--- src/rtl/branch_resolve_pkg.sv ---
// -----------------------------------------------------------------------------
// branch_resolve_pkg
//   Shared definitions for the branch resolution unit:
//   - 3-bit condition-code encodings used by decode and cond_eval
//   - FSM state encoding for branch_resolve
// -----------------------------------------------------------------------------
package branch_resolve_pkg;

    localparam logic [2:0] CC_NE = 3'b000;  // ~Z
    localparam logic [2:0] CC_EQ = 3'b001;  // Z
    localparam logic [2:0] CC_GT = 3'b010;  // ~Z & ~N
    localparam logic [2:0] CC_LT = 3'b011;  // N
    localparam logic [2:0] CC_GE = 3'b100;  // Z | ~N
    localparam logic [2:0] CC_LE = 3'b101;  // N | Z
    localparam logic [2:0] CC_OV = 3'b110;  // V
    localparam logic [2:0] CC_AL = 3'b111;  // always

    typedef enum logic [1:0] {
        ST_IDLE    = 2'd0,
        ST_RESOLVE = 2'd1,
        ST_FLUSH   = 2'd2
    } state_t;

endpackage

--- src/rtl/branch_resolve_cond_eval.sv ---
// -----------------------------------------------------------------------------
// cond_eval
//   Purely combinational branch condition evaluation.
//   Ports:
//     cond  [2:0] in   condition code (CC_* in branch_resolve_pkg)
//     NVZ   [2:0] in   flags, order {N,V,Z}
//     taken       out  1 when the branch is taken
// -----------------------------------------------------------------------------
module cond_eval
    import branch_resolve_pkg::*;
(
    input  logic [2:0] cond,
    input  logic [2:0] NVZ,
    output logic       taken
);

    logic n, v, z;
    assign n = NVZ[2];
    assign v = NVZ[1];
    assign z = NVZ[0];

    // NOTE: every combinational output gets a default before the case so no
    // path leaves it unassigned and no latch is inferred.
    always_comb begin
        taken = 1'b0;
        case (cond)
            CC_NE:   taken = ~z;
            CC_EQ:   taken = z;
            CC_GT:   taken = ~z & ~n;
            CC_LT:   taken = n;
            CC_GE:   taken = z | ~n;
            CC_LE:   taken = n | z;
            CC_OV:   taken = v;
            CC_AL:   taken = 1'b1;
            default: taken = 1'b0;
        endcase
    end

endmodule

--- src/rtl/branch_resolve.sv ---
// -----------------------------------------------------------------------------
// branch_resolve
//   Accepts one branch at a time from decode, captures condition/target/flags,
//   resolves one cycle later, and on a taken branch redirects the PC and holds
//   flush for FLUSH_CYC cycles in total. Keeps saturating statistics counters.
//   Ports:
//     clk, rst           clock; asynchronous active-high reset
//     br_valid/br_ready  request handshake (ready only in IDLE)
//     br_cond [2:0]      condition code
//     br_target [15:0]   branch target
//     NVZ [2:0]          bypassed flags {N,V,Z}
//     pc_sel             one-cycle pulse selecting pc_target
//     pc_target [15:0]   last captured target
//     flush              squash younger stages
//     br_total, br_taken saturating statistics counters
// -----------------------------------------------------------------------------
module branch_resolve
    import branch_resolve_pkg::*;
#(
    parameter int FLUSH_CYC = 2,
    parameter int CNT_W     = 16
) (
    input  logic             clk,
    input  logic             rst,
    input  logic             br_valid,
    output logic             br_ready,
    input  logic [2:0]       br_cond,
    input  logic [15:0]      br_target,
    input  logic [2:0]       NVZ,
    output logic             pc_sel,
    output logic [15:0]      pc_target,
    output logic             flush,
    output logic [CNT_W-1:0] br_total,
    output logic [CNT_W-1:0] br_taken
);

    // Flush counter preload: FLUSH lasts FLUSH_CYC-1 cycles and exits on 0.
    localparam logic [2:0] FLUSH_LOAD = (FLUSH_CYC > 1) ? 3'(FLUSH_CYC - 2) : 3'd0;
    localparam bit         USE_FLUSH  = (FLUSH_CYC > 1);

    state_t           state_q, state_d;
    logic [2:0]       cond_q;
    logic [2:0]       nvz_q;
    logic [15:0]      target_q;
    logic [2:0]       fcnt_q;
    logic [CNT_W-1:0] total_q;
    logic [CNT_W-1:0] taken_cnt_q;
    logic             accept;
    logic             taken;

    assign br_ready  = (state_q == ST_IDLE);
    assign accept    = br_valid & br_ready;
    assign pc_target = target_q;
    assign br_total  = total_q;
    assign br_taken  = taken_cnt_q;

    // Decision uses only captured values, so flag changes after acceptance
    // cannot alter it.
    cond_eval u_cond_eval (
        .cond  (cond_q),
        .NVZ   (nvz_q),
        .taken (taken)
    );

    always_comb begin
        state_d = state_q;
        pc_sel  = 1'b0;
        flush   = 1'b0;
        case (state_q)
            ST_IDLE: begin
                if (accept) state_d = ST_RESOLVE;
            end
            ST_RESOLVE: begin
                if (taken) begin
                    pc_sel  = 1'b1;
                    flush   = 1'b1;
                    state_d = USE_FLUSH ? ST_FLUSH : ST_IDLE;
                end else begin
                    state_d = ST_IDLE;
                end
            end
            ST_FLUSH: begin
                flush = 1'b1;
                if (fcnt_q == 3'd0) state_d = ST_IDLE;
            end
            default: state_d = ST_IDLE;
        endcase
    end

    // NOTE: sequential state uses non-blocking assignments so every register
    // samples pre-edge values regardless of statement order.
    always_ff @(posedge clk or posedge rst) begin
        if (rst) begin
            state_q     <= ST_IDLE;
            cond_q      <= 3'd0;
            nvz_q       <= 3'd0;
            target_q    <= 16'd0;
            fcnt_q      <= 3'd0;
            total_q     <= '0;
            taken_cnt_q <= '0;
        end else begin
            state_q <= state_d;

            if (accept) begin
                cond_q   <= br_cond;
                nvz_q    <= NVZ;
                target_q <= br_target;
            end

            if (state_q == ST_RESOLVE && taken && USE_FLUSH) begin
                fcnt_q <= FLUSH_LOAD;
            end else if (state_q == ST_FLUSH && fcnt_q != 3'd0) begin
                fcnt_q <= fcnt_q - 3'd1;
            end

            // Counters saturate at all-ones instead of wrapping.
            if (state_q == ST_RESOLVE) begin
                if (total_q != '1) total_q <= total_q + CNT_W'(1);
                if (taken && taken_cnt_q != '1) taken_cnt_q <= taken_cnt_q + CNT_W'(1);
            end
        end
    end

endmodule

--- config.mk ---
export PLATFORM = sky130hd
export DESIGN_NAME = branch_resolve
export DESIGN_NICKNAME = d
export VERILOG_FILES = /design/src/rtl/branch_resolve_pkg.sv /design/src/rtl/branch_resolve_cond_eval.sv /design/src/rtl/branch_resolve.sv
export SDC_FILE = /design/constraint.sdc
export NUM_CORES = 1
export LEC_CHECK = 0
export CORE_MARGIN = 3
export CORE_UTILIZATION = 51
export DETAILED_ROUTE_END_ITERATION = 16
export PLACE_DENSITY = 0.85
export REMOVE_ABC_BUFFERS = 1
export SLEW_MARGIN = 25
export SYNTH_ARGS = -nofsm -noshare
export SYNTH_HDL_FRONTEND = slang
export SYNTH_SLANG_ARGS = --single-unit
--- constraint.sdc ---
create_clock -name clk -period 3.1 [get_ports clk]
set_clock_uncertainty 0.1 [all_clocks]
set_input_delay 0.775 -clock clk [delete_from_list [all_inputs] [get_ports clk]]
set_output_delay 0.775 -clock clk [all_outputs]
set_load 0.005 [all_outputs]
# ---- Word-level counts from Yosys, hierarchy flattened
# Index checks and enable logic that the tools add are counted.
dict set report word_totals {
  reg_bits 59
  latch_bits 0
  ram_bits 0
  romBits 0
  input_bits 25
  n_memories 0
}
dict set report op_classes {
  n_addsub 3
  mul 0
  n_div 0
  magnitude_cmp 0
  n_eq_ne 13
  shifts 0
  muxes 10
  bitwise 6
  n_reduce_logical 11
}
# op n
set ops {}
lappend ops {{adder 16 x 1 -> 16 bit (second input constant)} 2}
lappend ops {{inequality test 16 bit (second input constant)} 2}
lappend ops {{== test 3 bit (second input constant)} 4}
lappend ops {{one-hot mux 1 bit (8 select lines)} 1}
lappend ops {{== test 3 x 2 -> 1 bit (second input constant)} 2}
lappend ops {{logical NOT 3 bit} 2}
lappend ops {{two-way mux 2 bit} 3}
lappend ops {{two-way mux 3 bit} 2}
lappend ops {{one-hot mux 2 bit (3 select lines)} 1}
lappend ops {{AND reduction 2 bit} 3}
lappend ops {{== test 3 x 1 -> 1 bit (second input constant)} 1}
lappend ops {{logical AND 1 bit} 3}
lappend ops {{nonzero test 3 bit} 1}
lappend ops {{subtractor 3 x 1 -> 3 bit (second input constant)} 1}
lappend ops {{AND 1 bit} 2}
lappend ops {{== test 2 x 1 -> 1 bit (second input constant)} 1}
lappend ops {{== test 2 bit (second input constant)} 1}
lappend ops {{logical NOT 2 bit} 1}
lappend ops {{two-way mux 1 bit} 2}
lappend ops {{inequality test 2 x 1 -> 1 bit (second input constant)} 1}
lappend ops {{inequality test 2 bit (second input constant)} 1}
lappend ops {{inverter 1 bit} 2}
lappend ops {{bitwise OR 1 bit} 2}
lappend ops {{one-hot mux 1 bit (2 select lines)} 1}
lappend ops {{nonzero test 2 bit} 1}

# ---- Longest topological paths before layout
# Gate-level depths: netlist (run 1).
dict set report depth {
  ltp_word 5
  mapped_depth 8
}

# ---- By module
# A second synthesis (run 1) with hierarchy kept.
dict set report unflattened {
  hier_cells 229
  area_unflattened_um2 2786.4
}
# module n_inst cells_each area_per_inst_um2 seq_area_each_um2
set by_module_without_submodules {}
lappend by_module_without_submodules {branch_resolve 1 218 2710.1 1476.4}
lappend by_module_without_submodules {cond_eval 1 11 76.3 0.0}

# ---- Worst setup path after synthesis (run 1)
# OpenSTA, ideal clock, no wires.
dict set report synth_timing {
  kind {reg2out}
  startpoint {reg nvz_q[0]}
  endpoint {out flush}
  arrival_ns 1.303
  slack_ns 0.922
  path_stages_with_launch 6
  n_path_buf 0
  cell_sequence {dfrtp_1 > nor2b_1 > a31oi_1 > a31oi_1 > nor2_1 > o21a_1}
}
dict set report synth_between {
  elab_chain_cells 5
  elab_cells_between_ends 7
  cone_classes {mux (3); bitwise (4)}
}
# element line_no
set synth_rtl {}
lappend synth_rtl {{from (decl)} branch_resolve.sv:43} ;# logic [2:0] nvz_q;
lappend synth_rtl {{from (signal assigned)} branch_resolve.sv:96} ;# nvz_q <= 3'd0;
lappend synth_rtl {{from (signal assigned)} branch_resolve.sv:106} ;# nvz_q <= NVZ;
lappend synth_rtl {{inverter 1 bit} {branch_resolve_cond_eval.sv:27, branch_resolve_cond_eval.sv:29}}
lappend synth_rtl {{AND 1 bit} branch_resolve_cond_eval.sv:29} ;# CC_GT: taken = ~z & ~n;
lappend synth_rtl {{one-hot mux 1 bit (8 select lines) (*)} branch_resolve_cond_eval.sv:26} ;# case (cond)
lappend synth_rtl {{two-way mux 1 bit (*)} branch_resolve.sv:74} ;# if (taken) begin
lappend synth_rtl {{one-hot mux 1 bit (2 select lines) (*)} branch_resolve.sv:69} ;# case (state_q)
lappend synth_rtl {{to (decl)} branch_resolve.sv:32} ;# output logic flush,
# Mark *: on every way between the ends. The rest lies on a longest branch, timed or not.

# ---- Worst setup path in the final report (run 1)
dict set report layout_timing {
  startpoint {reg cond_q[2]}
  endpoint {out flush}
}
dict set report layout_between {
  elab_chain_cells 4
  elab_cells_between_ends 11
  cone_classes {eq/ne (7); mux (3); reduce/logical (1)}
}
# element line_no
set layout_rtl {}
lappend layout_rtl {{from (decl)} branch_resolve.sv:42} ;# logic [2:0] cond_q;
lappend layout_rtl {{from (signal assigned)} branch_resolve.sv:105} ;# cond_q <= br_cond;
lappend layout_rtl {{== test 3 bit (tied with other cells)} branch_resolve_cond_eval.sv:26}
lappend layout_rtl {{one-hot mux 1 bit (8 select lines) (*)} branch_resolve_cond_eval.sv:26}
lappend layout_rtl {{two-way mux 1 bit (*)} branch_resolve.sv:74}
lappend layout_rtl {{one-hot mux 1 bit (2 select lines) (*)} branch_resolve.sv:69}
# Marks and branches as above.

==> flow_summary_export.csv, run 1 <==
group,metric,value,unit
grt,grt_pass1_wl,9563,um
sta,tns,0,ns
detailed_routing,wl_per_cell,14.41,um
finish,finish.utilization,75.41,%
finish,layout.nets,341,
finish,register_area,0.001476,sq mm
synthesis,synth_top_cell_area_share,55.53,%
detailed_routing,dr_total_vias,1973,
critical_path,slowest_stage,"dfrtp_1",
sta,slew_violations,0,
critical_path,worstSetupEndpointType,"output port",
grt,grt_pass1_vias,2088,
clocking,cts_max_level,3,
sta,slew_headroom,54.17,%
synthesis,synthArstFlopShare,100.0,%
grt,overflow,0,
finish,area_delta_synth_final,38.40,%
sta,rsz0062_at_grt,"false",
critical_path,setup.worst_path.start_class,"flip-flop",
power_and_ir_drop,leakage,0.001551,uW
sta,hold_viol_final,0,
detailed_routing,dr.pass1.iters,4,
critical_path,crit_fanout,7,
synthesis,ys.flop_type,"dfrtp_1",
synthesis,synthesis.area,0.002659,sq mm
finish,drive_gt1_share,17.52,%
floorplanning,io-pin-count,76,
detailed_routing,via_per_inst,5.178,
finish,multi_input_area,0.001129,sq mm
sta,clock.fmax,341.3,MHz
detailed_routing,drc_errors,0,
sta,min_period,2.930,ns
floorplanning,die_area,0.006116,sq mm
finish,diodes,0,
critical_path,path_delay_family,"compound AO/OA/AOI/OAI gates",
synthesis,synth_area_leader_cell,"dfrtp_1",
clocking,cts_buffers,9,
sta,setup_violations,0,
placed_design,place_area,0.003512,sq mm
finish,fillers,342,
placed_design,gp_congestion,0.8101,
floorplanning,initial_core_util,54.49,%
critical_path,path_class,"flip-flop to output port",
placed_design,dp_hpwl,4072,um
hold_path,hold_path.class,"flip-flop to flip-flop",
critical_path,cp_cell_sequence,"nand3b_1 -> a31oi_1 -> nor2_2 -> o21a_1 -> clkdlybuf4s50_1",
clocking,clk_path_buf_depth,2,
power_and_ir_drop,power_density,782.2,mW/mm^2
synthesis,avgSynthCellArea,12.03,sq um
detailed_routing,drt_iter0_markers,97,
sta,max_slew.worst_pin.slew,0.6852,ns
clocking,insertion_delay,0.32,ns
clocking,post_cts_buffers,0,
power_and_ir_drop,ir_drop,0.0005265,V
sta,holdWs,0.3942,ns
job,cap_viol_max_count,0,
grt,antenna_found_initial,0,
clocking,clk_pin_slew_worst_paths,0.06,ns
synthesis,ys_warn_count,0,
floorplanning,num_rows,25,
detailed_routing,postRouteAntennaNets,0,
critical_path,cp_num_buf_inv,1,
floorplanning,core-area,0.004880,sq mm
critical_path,required,2.22,ns
run_status,status,"finished clean",
synthesis,ys_seq_elements,59,
synthesis,yosysUniqueCellTypes,30,
sta,fin_crit_sh,94.52,%
floorplanning,die_y,78.21,um
synthesis,synth.top_cells.by_area,"dfrtp_1 56%, mux2_2 11%, xnor2_1 7.9%",
clocking,cts_tree,"built",
synthesis,synth_edf_count,0,
critical_path,slowest_delay,0.45,ns
clocking,cts-root-buf,"clkbuf_8",
synthesis,synthCells,221,
finish,finish.instance_area,0.003680,sq mm
placed_design,portBuffers,75,
synthesis,ys_seq_area_share,55.53,%
critical_path,cp.arrival,2.06,ns
grt,grtUsageTotal,19.68,%
clocking,clkSinkCount,59,
detailed_routing,wl,5489,um
grt,grt_max_degree,23,
floorplanning,chipWidth,78.21,um
## Yosys cell counts (3+ instances only)
library cell / count
a21oi_1: 6
a31oi_1: 3
dfrtp_1: 59
ha_1: 7
inv_1: 11
mux2_2: 26
nand2_1: 14
nand3_1: 13
nand4_1: 10
nor2_1: 16
nor3_1: 4
xnor2_1: 24
xor2_1: 4
## sequential cells by signal, summed over array words and instances, names as in the netlist
signal,flops
cond_q,3
br_taken,16
pc_target,16
br_total,16
state_q,2
nvz_q,3
fcnt_q,3
## per-layer routing
layer / global-route usage [%] / wire [um]
met2: 33.56 / 2734
met5: 0 / 0
met1: 24.07 / 2365
met3: 5.390 / 338
met4: 6.818 / 51
## cell type report
cell class                 instances  area share, %
sequential                        59          40.12
multi-input combinational        148          30.67
timing repair buffer              80          21.42
clock buffer                      11          3.570
tap                               67          2.278
inverter                          11          1.122
clock inverter                     5         0.8160
## placed cells by master (no fill, tap or decap), types with 2 or more instances in the layout
master and count:
a21oi_1 6, a31oi_1 3, and3_1 2, and3_4 2
and4_1 2, buf_4 5, clkbuf_1 2, clkbuf_8 9
clkdlybuf4s50_1 75, clkinv_2 3, clkinvlp_4 2, dfrtp_1 59
ha_1 7, inv_1 10, mux2_2 26, nand2_1 14
nand3_1 13, nand3b_1 2, nand4_1 10, nand4_2 2
nor2_1 15, nor3_1 4, o21a_1 2, xnor2_1 24
xor2_1 4
## path summary, 6_finish.rpt
path / startpoint / to / slack (ns) / cells past startpoint
worst max-delay path: cond_q[2] / flush / 0.17 / 5
worst min-delay path: br_total[5] / br_total[5] / 0.39 / 1
worst max register to register: br_taken[6] / br_taken[1] / 0.86 / 5
worst min register to register: br_total[5] / br_total[5] / 0.39 / 1
max in group asynchronous: rst / nvz_q[1] / 1.63 / 3
min in group asynchronous: rst / pc_target[8] / 0.68 / 2
## kinds of logic after synthesis
family	synth area share (%)
simple gates	14.21
flops	55.53
xor+xnor	9.223
mux	11.39
compound gates	4.094
buf+inv	2.259
fa+ha+maj	3.294
## timing repair
| item | CTS | global route |
|---|---|---|
| gates resized for setup | 0 | 2 |
| hold endpoints to repair | 0 | 0 |
| hold buffers | 0 | 0 |
| setup endpoints to repair | 0 | 1 |
## where the power goes
group / switching [uW] / total (uW) / internal (uW)
Sequential: 205 / 1210 / 1000
Combinational: 408 / 1090 / 682
Clock: 294 / 579 / 286
## through the flow
stage          total power, uW  worst slack, ns  std cells
6_report                  2878           0.1699        381
5_1_grt                   3074         0.009870        381
4_1_cts                   2901           0.1145        381
3_5_place_dp              2310           0.4791        365
3_3_place_gp              2261           0.5373        365
2_1_floorplan             1716           0.7687        218
Note: power is estimated with default switching activity, not from simulation.
==> run 2, diff against run 1 <==
Settings changed: CORE_UTILIZATION 51 to 50, PLACE_DENSITY 0.85 to 0.83, RECOVER_POWER set to 50.
Clock period 3.1 ns to 3.5 ns, I/O delays scaled along.
==> flow_summary_export.csv, run 2 (synthesized netlist as in run 1, its figures left out) <==
group,metric,value,unit
sta,min_period,3.258,ns
placed_design,gp_congestion,0.8119,
critical_path,slowest_delay,0.44,ns
grt,antenna_found_initial,0,
clocking,cts_tree,"built",
finish,fillers,382,
critical_path,critical_path.startpoint,"cond_q[1]",
critical_path,path_delay_family,"compound AO/OA/AOI/OAI gates",
grt,grt_max_degree,29,
finish,mostFrequentLayoutCells,"73 x clkdlybuf4s50_1, 59 x dfrtp_1, 26 x mux2_2, 24 x xnor2_1, 16 x nor2_1",
placed_design,place_area,0.003505,sq mm
critical_path,path_class,"flip-flop to output port",
grt,grtUsageTotal,19.57,%
floorplanning,die_y,78.92,um
detailed_routing,dr_total_vias,2003,
grt,grt_pass1_wl,9556,um
clocking,clk_path_buf_depth,2,
critical_path,cp_num_buf_inv,1,
detailed_routing,wl,5500,um
finish,area_delta_synth_final,39.25,%
sta,tns,0,ns
detailed_routing,postRouteAntennaNets,0,
grt,grt_pass1_vias,2101,
finish,layout.nets,340,
clocking,cts_resized,0,
critical_path,worstSetupEndpointType,"output port",
hold_path,hp-start,"br_taken[15]",
clocking,insertion_delay,0.33,ns
run_status,status,"finished clean",
floorplanning,io-pin-count,76,
critical_path,cp.arrival,2.28,ns
power_and_ir_drop,p_sw,782.8,uW
critical_path,required,2.52,ns
sta,hold_viol_final,0,
power_and_ir_drop,leakage,0.001562,uW
clocking,cts-root-buf,"clkbuf_8",
sta,slew_violations,0,
placed_design,dp_hpwl,3948,um
finish,finish.instance_area,0.003702,sq mm
power_and_ir_drop,pwr-share-clk,24.6,%
power_and_ir_drop,seqPwrFrac,40.0,%
clocking,clk_pin_slew_worst_paths,0.06,ns
detailed_routing,drc_errors,0,
critical_path,cp_cell_sequence,"mux2i_1 -> a21oi_1 -> o21ai_0 -> nor2_1 -> o21a_1 -> clkdlybuf4s50_1",
clocking,cts_max_level,3,
floorplanning,die_area,0.006228,sq mm
critical_path,crit_fanout,6,
clocking,post_cts_buffers,0,
clocking,cts_buffers,9,
placed_design,portBuffers,75,
sta,setup_violations,0,
sta,max_slew.worst_pin.slew,1.198,ns
finish,final_common_cell,"clkdlybuf4s50_1",
sta,slew_headroom,20.17,%
floorplanning,num_rows,25,
power_and_ir_drop,swShare,29.37,%
finish,diodes,0,
sta,rsz0062_at_grt,"false",
power_and_ir_drop,p_int,1883,uW
power_and_ir_drop,ir_drop,0.0004496,V
detailed_routing,wl_per_cell,14.51,um
grt,overflow,0,
finish,drive_gt1_share,15.06,%
sta,clock.fmax,306.9,MHz
clocking,ctsHoldBuffers,0,
floorplanning,initial_core_util,53.80,%
critical_path,slowest_stage,"dfrtp_1",
detailed_routing,drt_iter0_markers,63,
floorplanning,chipWidth,78.92,um
job,cap_viol_max_count,0,
detailed_routing,via_per_inst,5.285,
detailed_routing,dr.pass1.iters,4,
hold_path,hold_path.class,"flip-flop to flip-flop",
power_and_ir_drop,p_total,2666,uW
clocking,clkSinkCount,59,
critical_path,rr_startpoint,"state_q[1]",
critical_path,setup.worst_path.start_class,"flip-flop",
floorplanning,core-area,0.004942,sq mm
power_and_ir_drop,power_frac_comb,35.4,%
sta,holdWs,0.3872,ns
power_and_ir_drop,power_density,720.1,mW/mm^2
sta,fin_crit_sh,93.09,%
## run 2: path summary, 6_finish.rpt
| check | slack [ns] | endpoint | cells after the start |
|---|---|---|---|
| max | 0.24 | flush | 6 |
| min | 0.39 | br_taken[15] | 1 |
| max reg2reg | 1.22 | pc_target[12] | 5 |
| min reg2reg | 0.39 | br_taken[15] | 1 |
| max in group asynchronous | 0.79 | br_total[4] | 3 |
| min in group asynchronous | 1.14 | pc_target[6] | 2 |
## run 2: power by group through the flow
| stage | logic (uW) | clock network [uW] | registers (uW) |
|---|---|---|---|
| after detailed placement | 963 | 0 | 1080 |
| after CTS | 971 | 667 | 1070 |
| final | 943 | 656 | 1070 |
| after floorplan | 458 | 0 | 1060 |
| after global placement | 941 | 0 | 1060 |
| after global routing | 1040 | 706 | 1100 |
## run 2: layout make-up
cell class                      count  area (sq um)  area share [%]
Inverter                           11         41.29           1.115
Multi-Input combinational cell    148          1122           30.31
Sequential cell                    59          1476           39.88
Tap cell                           67         83.83           2.264
Clock inverter                      1         30.03          0.8111
Clock buffer                       14         182.7           4.934
Timing Repair Buffer               79         765.7           20.68
## run 2: stage by stage
step,instances,utilization (%),setup WS [ns]
6_report,379,74.91,0.2417
5_1_grt,379,74.91,0.09451
4_1_cts,379,75.22,0.3279
3_5_place_dp,364,70.91,0.7106
3_3_place_gp,364,70.91,0.7480
2_1_floorplan,218,-,1.069
## run 2: per-layer routing
| metal | vias up | track usage [%] | share of wire, % |
|---|---|---|---|
| met5 | - | 0 | 0 |
| li1 | 943 | - | - |
| met3 | 13 | 4.762 | 5.3 |
| met1 | 989 | 24.27 | 43 |
| met2 | 58 | 32.00 | 49 |
| met4 | 0 | 9.794 | 2.3 |
## run 2: worst reg2reg max path, cell delays in order (launching register included)
cell and delay (ns):
dfrtp_1 0.37, inv_1 0.07, ha_1 0.23, nand2_1 0.08, clkbuf_1 0.88, mux2_2 0.43
==> run 3, diff against run 2 <==
Settings changed: CORE_ASPECT_RATIO set to 2.
==> flow_summary_export.csv, run 3 (synthesized netlist as in run 1, its figures left out) <==
group,metric,value,unit
clocking,cts-root-buf,"clkbuf_8",
detailed_routing,wl_per_cell,15.66,um
detailed_routing,via_per_inst,5.329,
grt,grt_max_degree,26,
clocking,clk_pin_slew_worst_paths,0.06,ns
clocking,cts_resized,0,
sta,hold_viol_final,0,
power_and_ir_drop,leakage,0.001559,uW
critical_path,required,2.52,ns
sta,min_period,3.197,ns
placed_design,gp_congestion,0.7795,
clocking,cts_tree,"built",
finish,finish.utilization,71.44,%
hold_path,holdPathStages,1,
job,cap_viol_max_count,0,
detailed_routing,postRouteAntennaNets,0,
sta,fin_crit_sh,91.34,%
clocking,ctsHoldBuffers,0,
floorplanning,num_rows,37,
placed_design,dp_hpwl,4495,um
sta,max_slew.worst_pin.slew,1.174,ns
placed_design,dp.cells,355,
clocking,cts_max_level,3,
sta,setup_violations,0,
sta,slew_headroom,21.72,%
detailed_routing,dr.pass1.iters,4,
clocking,cts_buffers,9,
sta,rsz0062_at_grt,"false",
detailed_routing,drt_iter0_markers,50,
floorplanning,initial_core_util,51.74,%
floorplanning,die_y,109.1,um
floorplanning,io-pin-count,76,
hold_path,hold_path.class,"flip-flop to flip-flop",
critical_path,cp.arrival,2.22,ns
finish,diodes,0,
finish,drive_gt1_share,15.65,%
floorplanning,chipWidth,57.57,um
clocking,post_cts_buffers,0,
finish,area_delta_synth_final,38.07,%
floorplanning,core-area,0.005139,sq mm
sta,tns,0,ns
detailed_routing,wl,5809,um
sta,clock.fmax,312.8,MHz
critical_path,crit_fanout,6,
run_status,status,"finished clean",
finish,final_cells,371,
power_and_ir_drop,power_density,713.7,mW/mm^2
clocking,insertion_delay,0.33,ns
power_and_ir_drop,ir_drop,0.0005125,V
power_and_ir_drop,p_total,2620,uW
floorplanning,die_area,0.006282,sq mm
grt,overflow,0,
finish,final_common_cell,"clkdlybuf4s50_1",
grt,grt_pass1_wl,9687,um
critical_path,path_class,"flip-flop to output port",
critical_path,setup.worst_path.start_class,"flip-flop",
detailed_routing,dr_total_vias,1977,
finish,mostFrequentLayoutCells,"73 x clkdlybuf4s50_1, 59 x dfrtp_1, 26 x mux2_2, 24 x xnor2_1, 16 x nor2_1",
critical_path,reg2reg_depth,5,
grt,grtUsageTotal,20.23,%
sta,slew_violations,0,
detailed_routing,drc_errors,0,
critical_path,worstSetupEndpointType,"output port",
placed_design,portBuffers,75,
finish,layout.nets,340,
grt,grt_pass1_vias,2121,
clocking,clkSinkCount,59,
clocking,clk_path_buf_depth,2,
grt,antenna_found_initial,0,
==> run 3: cell types whose count changed in the layout (fill, tap and decap cells not counted) <==
cell | previous run | this run
clkbuf_1 | 5 | 4
clkinv_2 | 0 | 5
clkbuf_8 | 13 | 10
==> run 3: final timing paths <==
kind	slack, ns	end	startpoint
hold / removal	0.40	br_taken[15]	br_taken[15]
setup reg to reg	1.21	br_taken[1]	br_taken[6]
max in group asynchronous	0.84	br_total[10]	rst
setup / recovery	0.30	flush	cond_q[1]
hold reg to reg	0.40	br_taken[15]	br_taken[15]
min in group asynchronous	1.09	pc_target[11]	rst
==> run 3: critical path: stages (launching register included) <==
cell and delay, ns:
dfrtp_1 0.43, mux2i_1 0.21, a21oi_1 0.09, o21ai_0 0.37, nor2_1 0.16, o21a_1 0.20
clkdlybuf4s50_1 0.43
==> run 3: final cells by class <==
cell class                 instances  area (sq um)
clock buffer                      10         137.6
clock inverter                     6         55.05
fill                             382          1468
inverter                          11         41.29
multi-input combinational        148          1122
sequential                        59          1476
tap                               58         72.57
timing repair buffer              79         765.7
==> run 3: per-stage QoR <==
step	hold slack, ns	cell area, sq um	setup slack, ns
after floorplan	0.3699	2640	1.069
after global routing	0.4192	3671	0.1431
after CTS	0.4012	3686	0.3862
after global placement	0.3844	3493	0.7940
final	0.4016	3671	0.3031
after detailed placement	0.3942	3493	0.7463
==> run 3: report_power, final <==
group	switching (uW)	total [uW]	internal (uW)
Clock	256	597	341
Sequential	181	1070	888
Combinational	362	954	593
==> run 3: per-layer routing <==
metal / track usage, % / wire length, um / vias up
met5: 0 / 0 / -
met4: 8.624 / 151 / 0
met3: 4.502 / 256 / 17
met2: 36.57 / 3391 / 55
met1: 22.04 / 2010 / 966
li1: - / - / 939
